### config.mk
export PLATFORM = sky130hd
export DESIGN_NAME = instruction_cache
export DESIGN_NICKNAME = d
export VERILOG_FILES = /design/src/rtl/instruction_cache_pkg.sv /design/src/rtl/instruction_cache_array.sv /design/src/rtl/instruction_cache.sv
export SDC_FILE = /design/constraint.sdc
export NUM_CORES = 1
export LEC_CHECK = 0
export BUFFER_PORTS_ARGS = -buffer_cell sky130_fd_sc_hd__buf_2
export CAP_MARGIN = 20
export CORE_ASPECT_RATIO = 0.5
export CORE_MARGIN = 2
export CORE_UTILIZATION = 55
export DETAILED_ROUTE_END_ITERATION = 7
export GPL_TIMING_DRIVEN = 0
export PLACE_DENSITY = 0.8
export SLEW_MARGIN = 10
export SYNTH_ARGS = -nofsm -noshare
export SYNTH_HDL_FRONTEND = slang
export SYNTH_SLANG_ARGS = --single-unit
### constraint.sdc
create_clock -name CLK -period 14.6 [get_ports CLK]
set_input_delay 2.19 -clock CLK [delete_from_list [all_inputs] [get_ports CLK]]
set_output_delay 2.19 -clock CLK [all_outputs]
set_load 0.05 [all_outputs]
### src/rtl/instruction_cache_pkg.sv
`default_nettype none
// ============================================================================
//  Module      : instruction_cache_pkg
//  Description : Shared geometry constants, FSM state encoding and word
//                selection helper for the direct-mapped instruction cache.
//  Revision    : 1.0 - initial release
// ============================================================================
package instruction_cache_pkg;

  // Address split: [9:7] tag, [6:4] index, [3:2] word offset, [1:0] byte
  localparam int TAG_W      = 3;
  localparam int INDEX_W    = 3;
  localparam int OFFSET_W   = 2;
  localparam int NUM_BLOCKS = 8;
  localparam int WORD_W     = 32;
  localparam int BLOCK_W    = 128;
  localparam int MEM_ADDR_W = TAG_W + INDEX_W;

  localparam int TAG_LSB    = 7;
  localparam int INDEX_LSB  = 4;
  localparam int OFFSET_LSB = 2;

  typedef enum logic [1:0] {
    ST_IDLE     = 2'd0,
    ST_MEM_READ = 2'd1,
    ST_UPDATE   = 2'd2
  } state_e;

  // Pick one 32-bit word out of a 128-bit block; word0 lives in the low bits
  function automatic logic [WORD_W-1:0] select_word(
    input logic [BLOCK_W-1:0]  blk,
    input logic [OFFSET_W-1:0] off
  );
    logic [WORD_W-1:0] w;
    case (off)
      2'd0:    w = blk[31:0];
      2'd1:    w = blk[63:32];
      2'd2:    w = blk[95:64];
      default: w = blk[127:96];
    endcase
    return w;
  endfunction

endpackage
`default_nettype wire

### src/rtl/instruction_cache_array.sv
`default_nettype none
// ============================================================================
//  Module      : icache_array
//  Description : Valid/tag/data storage for the instruction cache. One
//                synchronous write port, one combinational read port. Only
//                the valid bits are cleared by reset.
//  Revision    : 1.0 - initial release
// ============================================================================
module icache_array
  import instruction_cache_pkg::*;
(
  input  logic                 clk,
  input  logic                 rst,
  input  logic                 i_wr_en,
  input  logic [INDEX_W-1:0]   i_wr_index,
  input  logic [TAG_W-1:0]     i_wr_tag,
  input  logic [BLOCK_W-1:0]   i_wr_data,
  input  logic [INDEX_W-1:0]   i_rd_index,
  output logic                 o_rd_valid,
  output logic [TAG_W-1:0]     o_rd_tag,
  output logic [BLOCK_W-1:0]   o_rd_data
);

  logic [NUM_BLOCKS-1:0] w_valid;
  logic [TAG_W-1:0]      w_tag  [NUM_BLOCKS];
  logic [BLOCK_W-1:0]    w_data [NUM_BLOCKS];

  for (genvar g = 0; g < NUM_BLOCKS; g++) begin : g_entry
    logic               w_sel;
    logic               valid_q, valid_d;
    logic [TAG_W-1:0]   tag_q,   tag_d;
    logic [BLOCK_W-1:0] data_q,  data_d;

    assign w_sel = i_wr_en && (i_wr_index == INDEX_W'(g));

    // Next-state for this entry: a write installs a fresh valid block
    always_comb begin
      valid_d = valid_q;
      tag_d   = tag_q;
      data_d  = data_q;
      if (w_sel) begin
        valid_d = 1'b1;
        tag_d   = i_wr_tag;
        data_d  = i_wr_data;
      end
    end

    // Valid bit is the only state that reset has to clear
    always_ff @(posedge clk) begin
      if (rst) begin
        valid_q <= 1'b0;
      end else begin
        valid_q <= valid_d;
      end
    end

    // Tag and data keep their contents across reset
    always_ff @(posedge clk) begin
      tag_q  <= tag_d;
      data_q <= data_d;
    end

    assign w_valid[g] = valid_q;
    assign w_tag[g]   = tag_q;
    assign w_data[g]  = data_q;
  end

  assign o_rd_valid = w_valid[i_rd_index];
  assign o_rd_tag   = w_tag[i_rd_index];
  assign o_rd_data  = w_data[i_rd_index];

endmodule
`default_nettype wire

### src/rtl/instruction_cache.sv
`default_nettype none
// ============================================================================
//  Module      : instruction_cache
//  Description : 8-block x 16-byte direct-mapped read-only instruction cache
//                with zero-latency hits and a three-state refill FSM
//                (IDLE -> MEM_READ -> UPDATE).
//  Revision    : 1.0 - initial release
// ============================================================================
module instruction_cache
  import instruction_cache_pkg::*;
(
  input  logic                  CLK,
  input  logic                  RESET,
  input  logic [31:0]           ADDRESS,
  input  logic                  READ,
  output logic [WORD_W-1:0]     INSTRUCTION,
  output logic                  BUSYWAIT,
  output logic                  MEM_READ,
  output logic [MEM_ADDR_W-1:0] MEM_ADDRESS,
  input  logic [BLOCK_W-1:0]    MEM_READDATA,
  input  logic                  MEM_BUSYWAIT
);

  logic [TAG_W-1:0]    w_tag;
  logic [INDEX_W-1:0]  w_index;
  logic [OFFSET_W-1:0] w_offset;
  logic                w_unused_addr;

  logic                w_rd_valid;
  logic [TAG_W-1:0]    w_rd_tag;
  logic [BLOCK_W-1:0]  w_rd_data;
  logic                w_hit;
  logic                w_wr_en;

  state_e              state_q, state_d;
  logic                mem_read_q, mem_read_d;

  // The PC holds ADDRESS stable while stalled, so it is used directly
  assign w_tag         = ADDRESS[TAG_LSB    +: TAG_W];
  assign w_index       = ADDRESS[INDEX_LSB  +: INDEX_W];
  assign w_offset      = ADDRESS[OFFSET_LSB +: OFFSET_W];
  assign w_unused_addr = ^{ADDRESS[31:10], ADDRESS[1:0]};

  icache_array u_array (
    .clk        (CLK),
    .rst        (RESET),
    .i_wr_en    (w_wr_en),
    .i_wr_index (w_index),
    .i_wr_tag   (w_tag),
    .i_wr_data  (MEM_READDATA),
    .i_rd_index (w_index),
    .o_rd_valid (w_rd_valid),
    .o_rd_tag   (w_rd_tag),
    .o_rd_data  (w_rd_data)
  );

  // While RESET is high every entry is treated as invalid
  assign w_hit = READ && !RESET && w_rd_valid && (w_rd_tag == w_tag);

  // Refill write happens on the UPDATE edge unless reset aborts it
  assign w_wr_en = (state_q == ST_UPDATE) && !RESET;

  assign INSTRUCTION = select_word(w_rd_data, w_offset);
  assign BUSYWAIT    = (READ && !w_hit) || (state_q != ST_IDLE);
  assign MEM_READ    = mem_read_q;
  assign MEM_ADDRESS = mem_read_q ? {w_tag, w_index} : '0;

  // Refill sequencing: miss -> wait for memory -> install block -> idle
  always_comb begin
    state_d = state_q;
    case (state_q)
      ST_IDLE: begin
        if (READ && !w_hit) begin
          state_d = ST_MEM_READ;
        end
      end
      ST_MEM_READ: begin
        if (!MEM_BUSYWAIT) begin
          state_d = ST_UPDATE;
        end
      end
      ST_UPDATE: begin
        state_d = ST_IDLE;
      end
      default: begin
        state_d = ST_IDLE;
      end
    endcase
    mem_read_d = (state_d == ST_MEM_READ);
  end

  // State and the registered memory request; reset abandons any refill
  always_ff @(posedge CLK) begin
    if (RESET) begin
      state_q    <= ST_IDLE;
      mem_read_q <= 1'b0;
    end else begin
      state_q    <= state_d;
      mem_read_q <= mem_read_d;
    end
  end

endmodule
`default_nettype wire

==> metrics.cfg <==
[status]
outcome = finished, final reports clean

[cells_and_area]
nNetsFinal = 2071
syn_to_final_growth_pct = 15.6
design_area_um2 = 46400
drive_gt1_frac = 0.395

[critical_path]
cpMaxStageDelayCell = clkbuf_1
crit_path_end_kind = output port
crit_top_cell = clkbuf_1
path_class = primary input to output port
slowest_delay_ns = 0.80
required_ns = 12.41
arrival_ns = 5.96
cp-start-kind = primary input
path_cells = clkbuf_1 > clkbuf_1 > clkbuf_1 > mux4_2 > mux4_2 > mux2_2 > buf_2
critPathMaxFanout = 10

[global_routing]
antenna_found_initial = 34
grt_use_total = 0.293
grt_use_met2 = 0.471
grt_max_degree = 25
met3_usage = 0.0729
overflow = 0
grt_pass1_wl_mm = 154
grtUsageMet1 = 0.384
grt-busiest-layer = met2
grt_pass1_vias = 20500

[yosys]
synth_area_leaders = edfxtp_1 78%, mux4_2 18%, mux2_2 0.98%
syn-instance-count = 1561
yosys_warnings = 0
ys_seq_area_frac = 0.790
synth-edff-count = 1048
synthArstFlopShare = 0
ys_ff_latch = 1059
synth_area_um2 = 40100
yosys.area.top_type = edfxtp_1
synth_top_area_share = 0.784
ys.flop_type = edfxtp_1
ys_types = 30
avgSynthCellArea_um2 = 25.7
syn_nets = 1725

[clock_tree]
insertion_delay_ns = 0.66
htreeDepth = 3
clk_pin_slew_ns = 0.06
cts_root_buffer = clkbuf_16
cts.sinks = 1059
tritoncts = done
clockBufferDepth = 3
cts_made_buffers = 89
cts_hold_buffers = 0
cts_resized = 0
postCtsSetupBuffers = 0

[power_and_ir_drop]
ir_drop_mv = 0.0907
total_power_mw = 6.13
p_per_area_nw_per_um2 = 132
p_leak_nw = 14.7

[placement]
gp_congestion = 0.772
place_area_um2 = 43400
io_buffers = 175
dp.final_hpwl_mm = 63.6

[route]
viasPerCell = 7.01
first_iter_violations = 3548
drt_pass1_iterations = 6
routedWlPerCell_um = 37.7
wl_mm = 112
drc_errors = 0
ant_nets = 0
vias = 20700

[die]
rows = 69
fp.coreArea_um2 = 71600
io_pins = 204
start_util = 0.561
die_h_um = 195
die-area_um2 = 75300
die_x_um = 386

[timing]
worst_pin_slew_ns = 1.03
fmax_ghz = 0.123
finalCriticalPeriod_ns = 8.15
maxSlewViolCount = 0
rsz0062_at_grt = false
finalHoldViolCount = 0
clock_skew_ns = 0.0284
finalSetupViolCount = 0
slew_headroom = 0.313
hold_ws_ns = 0.478
post-route-period-util = 0.558

[worst_hold_path]
hp-class = flop to flop

[job]
maxCapViolCount = 0

-- cell usage after synthesis, drive strengths merged, types with 2 or more instances --
| cell type | n |
|---|---|
| and2 | 6 |
| mux2i | 2 |
| clkbuf | 31 |
| o221ai | 2 |
| edfxtp | 1048 |
| nand2b | 3 |
| mux2 | 35 |
| nor2 | 24 |
| nand3 | 2 |
| nor3 | 4 |
| a2111oi | 3 |
| buf | 49 |
| nor2b | 3 |
| mux4 | 324 |
| a31o | 2 |
| xnor2 | 2 |
| dfxtp | 11 |
-- cells in the final DEF, fill, tap and decap left out, types with 3 or more instances in the layout --
cell type / synthesis / final
mux2_2: 35 / 35
buf_4: 7 / 33
a2111oi_0: 3 / 3
clkbuf_16: 0 / 93
buf_16: 0 / 11
nor2_4: 0 / 6
diode_2: 0 / 25
nor2b_1: 3 / 3
mux4_2: 324 / 324
clkinv_2: 0 / 8
buf_2: 25 / 200
clkinv_1: 0 / 23
and2_1: 6 / 6
buf_1: 14 / 14
buf_6: 3 / 14
buf_8: 0 / 5
nand2b_1: 3 / 3
clkbuf_1: 31 / 48
dfxtp_1: 11 / 11
bufinv_16: 0 / 7
nor2_1: 24 / 18
clkinvlp_4: 0 / 9
buf_12: 0 / 27
edfxtp_1: 1048 / 1048
-- routing by layer --
metal  part of all wire  vias to the layer above
met3               0.13                      322
met2               0.50                     2091
met4              0.045                       16
met1               0.33                    10800
met5            0.00082                        -
li1                   -                     7550
-- flip-flops by register name, summed over array words and instances (netlist names) --
name                     cells
u_array.g_entry.valid_q      8
MEM_READ                     1
state_q                      2
u_array.g_entry.data_q    1024
u_array.g_entry.tag_q       24
-- cell families after synthesis --
| logic type | after synthesis | share of synthesized area |
|---|---|---|
| compound gates | 11 | 0.00221 |
| xor+xnor | 3 | 0.000655 |
| buf+inv | 81 | 0.00957 |
| flops | 1059 | 0.790 |
| mux | 361 | 0.192 |
| simple gates | 46 | 0.00558 |
-- power by group --
group | switching [mW] | internal (mW)
registers | 0.00301 | 3.34
logic | 0.239 | 0.137
clock network | 1.12 | 1.29
total | 1.36 | 4.77
-- final cells by class --
type,count,area (µm²)
timing repair buffer,255,2110
multi-input combinational,421,8110
sequential,1059,31700
inverter,1,3.75
fill,4069,25200
buffer,80,380
clock inverter,51,435
clock buffer,110,2390
antenna,25,62.6
tap,958,1200
-- through the flow --
step                worst slack [ns]   util  instances   TNS, ns
floorplan                       2.10      -       1561         0
global placement               -7.27  0.590       2694  -2116.73
detailed placement              6.64  0.607       2768         0
CTS                             6.53  0.646       2929         0
global route                    6.43  0.648       2957         0
finish                          6.45  0.648       2960         0
-- final timing paths --
path                                                              start  depth (start not counted)  slack, ns                                 endpoint
worst max-delay path                                         ADDRESS[5]                          7       6.45                           INSTRUCTION[5]
worst min-delay path            u_array.g_entry[7].valid_q$_SDFFE_PP0P_                          2       0.48  u_array.g_entry[7].valid_q$_SDFFE_PP0P_
worst max register to register                    state_q[0]$_SDFF_PP0_                          9      11.36  u_array.g_entry[0].data_q[26]$_DFFE_PP_
worst min register to register  u_array.g_entry[7].valid_q$_SDFFE_PP0P_                          2       0.48  u_array.g_entry[7].valid_q$_SDFFE_PP0P_
-- critical path: cells and delay by family --
family	cells	cell delay [ns]
buf+inv	4	2.34
mux	3	1.40
(Power assumes the default switching activity.)
